===== src/rtl/goldilocks_mod_reduct.sv =====
// ---------------------------------------------------------------------------
// goldilocks_mod_reduct
//
// Reduces a 2*MOD_W-bit operand x modulo p = 2^MOD_W - 2^(MOD_W/2) + 1 in a
// short valid/ready pipeline. It uses the identities 2^MOD_W = 2^H - 1 and
// 2^(MOD_W+H) = -1 (mod p), with H = MOD_W/2.
//
// Parameters
//   MOD_W   modulus width (even, 8..64)
//   SIDE_W  sideband width carried alongside each operand
//
// Ports
//   clk       rising-edge clock
//   s_rst_n   asynchronous active-low reset; clears the valid bits only
//   in_data   operand x (2*MOD_W bits)
//   in_side   sideband travelling with the operand
//   in_vld    operand valid
//   in_rdy    operand accepted when in_vld & in_rdy
//   out_data  x mod p, fully reduced
//   out_side  sideband of the same operand
//   out_vld   result valid
//   out_rdy   result consumed when out_vld & out_rdy
//
// Build option
//   GOLDILOCKS_MOD_REDUCT_OUT_REG_EN  adds a fourth register stage after the
//   final reduction (latency 4 instead of 3, same handshake rules).
// ---------------------------------------------------------------------------
module goldilocks_mod_reduct #(
    parameter int MOD_W  = 64,
    parameter int SIDE_W = 1
) (
    input  logic                 clk,
    input  logic                 s_rst_n,
    input  logic [2*MOD_W-1:0]   in_data,
    input  logic [SIDE_W-1:0]    in_side,
    input  logic                 in_vld,
    output logic                 in_rdy,
    output logic [MOD_W-1:0]     out_data,
    output logic [SIDE_W-1:0]    out_side,
    output logic                 out_vld,
    input  logic                 out_rdy
);

    localparam int H = MOD_W / 2;

`ifdef GOLDILOCKS_MOD_REDUCT_OUT_REG_EN
    localparam int NSTG = 4;
`else
    localparam int NSTG = 3;
`endif

    // 2^H - 1, the value 2^MOD_W folds to modulo p
    localparam logic [MOD_W-1:0] EPS = {{H{1'b0}}, {H{1'b1}}};
    // p = 2^MOD_W - 2^H + 1
    localparam logic [MOD_W-1:0] P   = {{H{1'b1}}, {(H-1){1'b0}}, 1'b1};

    // The whole pipeline moves together; it only freezes when a result is
    // waiting and the consumer is not taking it.
    logic en;
    assign en     = !(out_vld && !out_rdy);
    assign in_rdy = en;

    // ---------------- S1: t0 = x_lo - b, t1 = a*(2^H - 1) ----------------
    logic [MOD_W-1:0] x_lo;
    logic [H-1:0]     a_w;
    logic [H-1:0]     b_w;
    logic [MOD_W:0]   diff;
    logic [MOD_W-1:0] t0_next;
    logic [MOD_W-1:0] t1_next;

    assign x_lo = in_data[MOD_W-1:0];
    assign a_w  = in_data[MOD_W+H-1:MOD_W];
    assign b_w  = in_data[2*MOD_W-1:MOD_W+H];
    assign diff = {1'b0, x_lo} - {{(H+1){1'b0}}, b_w};

    // A borrow means the raw difference carries an extra +2^MOD_W, which is
    // congruent to 2^H - 1; removing it cannot underflow again because the
    // wrapped value is at least 2^MOD_W - 2^H + 1.
    assign t0_next = diff[MOD_W] ? (diff[MOD_W-1:0] - EPS) : diff[MOD_W-1:0];
    assign t1_next = {a_w, {H{1'b0}}} - {{H{1'b0}}, a_w};

    // ---------------- S2: r = t0 + t1 with carry folding ------------------
    logic [MOD_W-1:0] t0_reg;
    logic [MOD_W-1:0] t1_reg;
    logic [MOD_W:0]   sum;
    logic [MOD_W-1:0] r_next;

    assign sum = {1'b0, t0_reg} + {1'b0, t1_reg};
    // t1 <= (2^H-1)^2 bounds the wrapped sum so that adding 2^H - 1 back
    // never produces a second carry.
    assign r_next = sum[MOD_W] ? (sum[MOD_W-1:0] + EPS) : sum[MOD_W-1:0];

    // ---------------- S3: single conditional subtract ---------------------
    // r < 2^MOD_W < 2p, so one subtraction of p fully reduces it.
    logic [MOD_W-1:0] r_reg;
    logic [MOD_W-1:0] res_next;
    logic [MOD_W-1:0] res_reg;

    assign res_next = (r_reg >= P) ? (r_reg - P) : r_reg;

`ifdef GOLDILOCKS_MOD_REDUCT_OUT_REG_EN
    logic [MOD_W-1:0] out_reg;
`endif

    // Datapath registers carry no reset; only the valid bits qualify them.
    always_ff @(posedge clk) begin
        if (en) begin
            t0_reg  <= t0_next;
            t1_reg  <= t1_next;
            r_reg   <= r_next;
            res_reg <= res_next;
`ifdef GOLDILOCKS_MOD_REDUCT_OUT_REG_EN
            out_reg <= res_reg;
`endif
        end
    end

`ifdef GOLDILOCKS_MOD_REDUCT_OUT_REG_EN
    assign out_data = out_reg;
`else
    assign out_data = res_reg;
`endif

    // ---------------- valid / sideband shift chain ------------------------
    logic [NSTG:0]             vld_chain;
    logic [NSTG:0][SIDE_W-1:0] side_chain;

    assign vld_chain[0]  = in_vld;
    assign side_chain[0] = in_side;

    genvar gi;
    generate
        for (gi = 0; gi < NSTG; gi++) begin : g_stage
            logic              vld_reg;
            logic [SIDE_W-1:0] side_reg;

            always_ff @(posedge clk or negedge s_rst_n) begin
                if (!s_rst_n) begin
                    vld_reg <= 1'b0;
                end else if (en) begin
                    vld_reg <= vld_chain[gi];
                end
            end

            always_ff @(posedge clk) begin
                if (en) begin
                    side_reg <= side_chain[gi];
                end
            end

            assign vld_chain[gi+1]  = vld_reg;
            assign side_chain[gi+1] = side_reg;
        end
    endgenerate

    assign out_vld  = vld_chain[NSTG];
    assign out_side = side_chain[NSTG];

endmodule


===== config.mk =====
export PLATFORM = sky130hd
export DESIGN_NAME = goldilocks_mod_reduct
export DESIGN_NICKNAME = d
export VERILOG_FILES = /design/src/rtl/goldilocks_mod_reduct.sv
export SDC_FILE = /design/constraint.sdc
export NUM_CORES = 1
export LEC_CHECK = 0
export CORE_UTILIZATION = 51
export DETAILED_ROUTE_END_ITERATION = 7
export PLACE_DENSITY_LB_ADDON = 0.25
export SYNTH_ARGS = -nofsm -noshare
export SYNTH_HDL_FRONTEND = slang
export SYNTH_SLANG_ARGS = --single-unit

===== constraint.sdc =====
create_clock -name clk -period 15.9 [get_ports clk]
set_input_delay 3.975 -clock clk [delete_from_list [all_inputs] [get_ports clk]]
set_output_delay 3.975 -clock clk [all_outputs]
set_load 0.01 [all_outputs]

==> impl_metrics.ini, run 1 <==
[logic_synthesis]
ys_async_sr_fraction_pct = 1.15
yosysTopAreaCellShare_pct = 40.0
synthSimpleGateAreaFrac_pct = 23.0
synth_mux_area_share_pct = 0.708
synth_top_family_by_area = simple AND/OR/NAND/NOR gates
synth.area.top_cells = edfxtp_1 40%, ha_1 6.5%, xnor2_1 5.6%
synthAdderAreaFrac_pct = 6.70
synth_edf_count = 259
synthCells = 2071
yosys_warnings = 0
ys.flop_type = edfxtp_1
synth_seq_cells = 262
postSynthNetCount = 2307
synth_compound_area_share_pct = 16.0
synth.avg_cell_area_sq_um = 9.39
ys_types = 77
syn_area_sq_um = 19500
synth_xor_area_share_pct = 10.7
yosysSeqAreaShare_pct = 40.4
yosysTopAreaCell = edfxtp_1

[placed_design]
port_buffers = 199
dp_hpwl_um = 42700
gp_congestion = 0.927
placedCellCount = 2722

[floorplan]
chipHeight_um = 197
die_x_um = 197
rows = 71
core_area_sq_um = 37600
ioPinCount = 200
die_area_sq_um = 38900
start_util_pct = 51.8

[clock_network]
cts_resized = 0
cts-buffers-inserted = 27
h-tree-depth = 1
clock_latency_ns = 0.54
hold_buffers = 0
clk_path_buf_depth = 3
cts_root_buffer = clkbuf_16
cts_setup_buffers = 0
clock_sinks = 262
clk_pin_slew_ns = 0.06
cts_tree = done

[power]
p_leak_nw = 8.38
peakVddDrop_mv = 0.0855
p_per_area_nw_per_um2 = 147
total_power_w = 0.00334

[critical_path]
crit_top_cell = clkdlybuf4s50_1
cp_slowest_stage_delay_ns = 0.58
arrival_ns = 5.70
crit_fanout = 100
crit_slowest_cell = clkdlybuf4s50_1
start_kind = primary input
critPathKind = primary input to output pin
setup.worst_path.end_class = output pin
crit_chain = clkdlybuf4s50_1 -> nor2b_1 -> inv_8 -> clkdlybuf4s50_1
crit_required_ns = 11.93

[grt]
grt_pass1_wl_um = 80100
overflow = 0
grtUsageTotal_pct = 26.2
grt_max_degree = 101
grt_pass1_vias = 15200
antenna_found_initial = 4

[timing]
fmax_ghz = 0.103
hold_viol = 0
period_needed_ns = 9.68
rsz0062_at_grt = false
post-route-period-util_pct = 60.9
setup_tns_ns = 0
setup_viol = 0
finClkSkew_ns = 0.0140
worstMarginPinSlew_ns = 1.33
finalMaxSlewViolations = 0
slew_headroom_pct = 9.89

[flow_run]
cap_violations = 0

[detailed_routing]
viasPerCell = 5.90
drtAntennaViolNets = 0
drt-initial-drc-count = 1016
drc = 0
routed_wl_um = 52100
vias = 16400
firstDrtPassIters = 5
routedWlPerCell_um = 18.8

[cells_and_area]
final_cells = 2770
drive_gt1_share_pct = 3.94
final_common_cell = edfxtp_1
fill_cells = 3284
area_growth_pct = 16.7
nNetsFinal = 2476
layout.core_utilization_pct = 60.4
layout_common_cells = 259 x edfxtp_1, 199 x clkdlybuf4s50_1, 181 x nor2_1

[min_path]
min_path_type = register to register

[run_status]
status = finished, final reports clean
-- area by class of cell --
| class | count | area [sq um] | share of cell area (%) |
|---|---|---|---|
| multi-input combinational | 1680 | 11100 | 49.0 |
| antenna | 1 | 2.50 | 0.0110 |
| inverter | 61 | 236 | 1.04 |
| clock inverter | 12 | 87.6 | 0.386 |
| timing repair buffer | 208 | 2060 | 9.07 |
| sequential | 262 | 7850 | 34.6 |
| tap | 511 | 639 | 2.82 |
| clock buffer | 35 | 706 | 3.11 |
-- worst max-delay path, delay by kind of cell --
kind          cells  cell delay [ns]
buf+inv           3             1.29
simple gates      1             0.40
-- Yosys cell counts (13+ instances only) --
| cell | n |
|---|---|
| a211oi_1 | 28 |
| a21boi_0 | 14 |
| a21o_1 | 68 |
| a21oi_1 | 125 |
| a31oi_1 | 14 |
| and2_1 | 18 |
| and3_1 | 20 |
| and4_1 | 13 |
| clkbuf_1 | 64 |
| edfxtp_1 | 259 |
| ha_1 | 101 |
| inv_1 | 61 |
| nand2_1 | 176 |
| nand2b_1 | 20 |
| nand3_1 | 49 |
| nand4_1 | 49 |
| nor2_1 | 181 |
| nor2b_1 | 49 |
| nor3_1 | 103 |
| nor3b_1 | 13 |
| nor4_1 | 41 |
| o211ai_1 | 17 |
| o21a_1 | 14 |
| o21ai_0 | 94 |
| or2_2 | 20 |
| or3_1 | 37 |
| or4_1 | 17 |
| xnor2_1 | 125 |
| xor2_1 | 112 |
-- per-layer routing --
layer / GRT usage (%) / share of wire, % / vias to the layer above
met5: 0 / 0.048 / -
met4: 11.5 / 4.1 / 4
met3: 3.18 / 5.3 / 88
met2: 43.9 / 46 / 512
met1: 34.0 / 44 / 7635
li1: - / - / 8111
-- power breakdown --
group,switching (W),internal (W),total [W]
clock,0.000244,0.000327,0.000572
sequential,0.000124,0.00111,0.00123
combinational,0.000911,0.000621,0.00153
total,0.00128,0.00206,0.00334
-- cell families (layout without fill, tap and decap cells) --
logic type	Yosys count	after routing
and+or+nand+nor	853	853
buffers and inverters	129	316
DFF	262	262
xor gates and xnor gates	237	237
adders and majority gates	103	103
other	0	1
muxes	13	13
AOI/OAI and AO/OA	474	474
-- path summary, 6_finish.rpt --
path	startpoint	endpoint	slack, ns	cells past startpoint
worst min-delay path	g_stage[1].side_reg	out_side	0.43	0
worst min register to register	g_stage[1].side_reg	out_side	0.43	0
worst max-delay path	out_rdy	in_rdy	6.22	4
worst max register to register	t0_reg[0]	r_reg[56]	9.77	15
min in group asynchronous	s_rst_n	out_vld	3.61	1
max in group asynchronous	s_rst_n	g_stage[0].vld_reg	12.13	1
-- per-stage QoR --
stage,setup slack (ns),hold WS [ns],cell area [sq um]
after floorplan,2.79,0.400,19500
after global placement,6.23,0.403,21900
after detailed placement,6.21,0.406,21900
after CTS,6.21,0.441,22700
after global routing,6.11,0.440,22700
final,6.22,0.432,22700
Power figures use the tool's default switching activity.
==> inputs of run 2 (changes only) <==
==> constraint.sdc (replaced) <==
create_clock -name clk -period 8.11 [get_ports clk]
set_input_delay 2.0275 -clock clk [delete_from_list [all_inputs] [get_ports clk]]
set_output_delay 2.0275 -clock clk [all_outputs]
set_load 0.01 [all_outputs]
==> run 2 against run 1 <==
Critical endpoint is now t0_reg[32]. Worst hold slack got worse by 0.014 ns. Combinational power up 97%. Cell area is 0.46% higher. Sequential cell count is the same.
==> impl_metrics.ini, run 2 (synthesized netlist as in run 1, its figures left out) <==
[clock_network]
clk_path_buf_depth = 3
cts_resized = 0
cts_setup_buffers = 0
cts_tree = done
cts_root_buffer = clkbuf_16
cts-buffers-inserted = 27
hold_buffers = 0
clock_sinks = 262
clk_pin_slew_ns = 0.06
clock_latency_ns = 0.54
h-tree-depth = 1

[timing]
fmax_ghz = 0.162
setup_viol = 0
rsz0062_at_grt = false
period_needed_ns = 6.16
finClkSkew_ns = 0.0116
hold_viol = 0
slew_headroom_pct = 10.2
setup_tns_ns = 0
post-route-period-util_pct = 76.0
finalMaxSlewViolations = 0
worstMarginPinSlew_ns = 1.33
hold-worst-slack_ns = 0.417

[floorplan]
rows = 71
ioPinCount = 200
start_util_pct = 51.8
die_area_sq_um = 38900
core_area_sq_um = 37600
chipHeight_um = 197
die_x_um = 197

[detailed_routing]
drt-initial-drc-count = 965
drtAntennaViolNets = 0
routed_wl_um = 52500
firstDrtPassIters = 6
vias = 16500
routedWlPerCell_um = 18.9
drc = 0
viasPerCell = 5.97

[grt]
grt_pass1_wl_um = 82000
grt_max_degree = 148
antenna_found_initial = 5
grt_pass1_vias = 15500
overflow = 0
grtUsageTotal_pct = 26.7

[cells_and_area]
area_growth_pct = 17.2
diodes = 0
layout.core_utilization_pct = 60.7
final_common_cell = edfxtp_1
drive_gt1_share_pct = 4.42
layout_common_cells = 259 x edfxtp_1, 199 x clkdlybuf4s50_1, 181 x nor2_1
fin_area_sq_um = 22800
nNetsFinal = 2476

[placed_design]
port_buffers = 199
dp_hpwl_um = 42900
gp_congestion = 0.968
place_area_sq_um = 21900

[power]
peakVddDrop_mv = 0.147
p_per_area_nw_per_um2 = 292
p_leak_nw = 8.44

[critical_path]
start_kind = primary input
timing.rr.end = r_reg[56]
crit_fanout = 5
cp-startpoint = in_data[96]
crit_required_ns = 8.42
r2r_cells = 15
arrival_ns = 6.47
reg2reg_slack_ns = 2.36
setup.worst_path.end_class = register
reg2reg_from = t0_reg[0]
crit_end = t0_reg[32]
critPathKind = primary input to register

[flow_run]
cap_violations = 0

[run_status]
status = finished, final reports clean

[min_path]
min_path_type = register to register
[run 2: layout make-up]
cell class	count	area, sq um
Multi-Input combinational cell	1680	11100
Tap cell	511	639
Clock buffer	28	679
Inverter	61	233
Sequential cell	262	7850
Clock inverter	21	211
Fill cell	3241	14800
Timing Repair Buffer	208	2070
[run 2: metal layers]
layer,GRT usage (%),part of all wire (%)
met1,34.8,44
met2,45.9,47
met3,3.09,5.5
met4,9.33,3.3
met5,0,0.088
[run 2: where the power goes]
part	switching, W	internal, W
sequential	0.000240	0.00217
clock	0.000502	0.000735
combinational	0.00180	0.00122
total	0.00254	0.00413
[run 2: critical path, cell delays in order]
cell and delay [ns]:
clkdlybuf4s50_1 0.48, ha_1 0.18, inv_1 0.06, fa_1 0.39
a21o_1 0.17, a21o_1 0.21, a2111oi_0 0.49, a311oi_1 0.14
nand4b_1 0.26, nor3_1 0.41, and4b_1 0.33, and4_1 0.27
nand4b_1 0.19, or4_1 0.52, o41ai_1 0.34
[run 2: how the worst min path moves through the flow]
| stage | from | endpoint | slack, ns | depth (start not counted) |
|---|---|---|---|---|
| after floorplan | g_stage[0].side_reg | g_stage[1].side_reg | 0.40 | 0 |
| after global placement | g_stage[0].side_reg | g_stage[1].side_reg | 0.40 | 0 |
| after detailed placement | g_stage[1].side_reg | out_side | 0.41 | 0 |
| after CTS | g_stage[1].side_reg | out_side | 0.42 | 0 |
| after global routing | g_stage[1].side_reg | out_side | 0.43 | 0 |
| final | g_stage[1].side_reg | out_side | 0.42 | 0 |
[run 2: through the flow]
stage	worst slack (ns)	instances	total power, W
floorplan	0.843	2071	0.00438
global placement	1.59	2722	0.00535
detailed placement	1.51	2722	0.00540
CTS	2.07	2771	0.00666
global route	1.63	2771	0.00707
finish	1.95	2771	0.00666
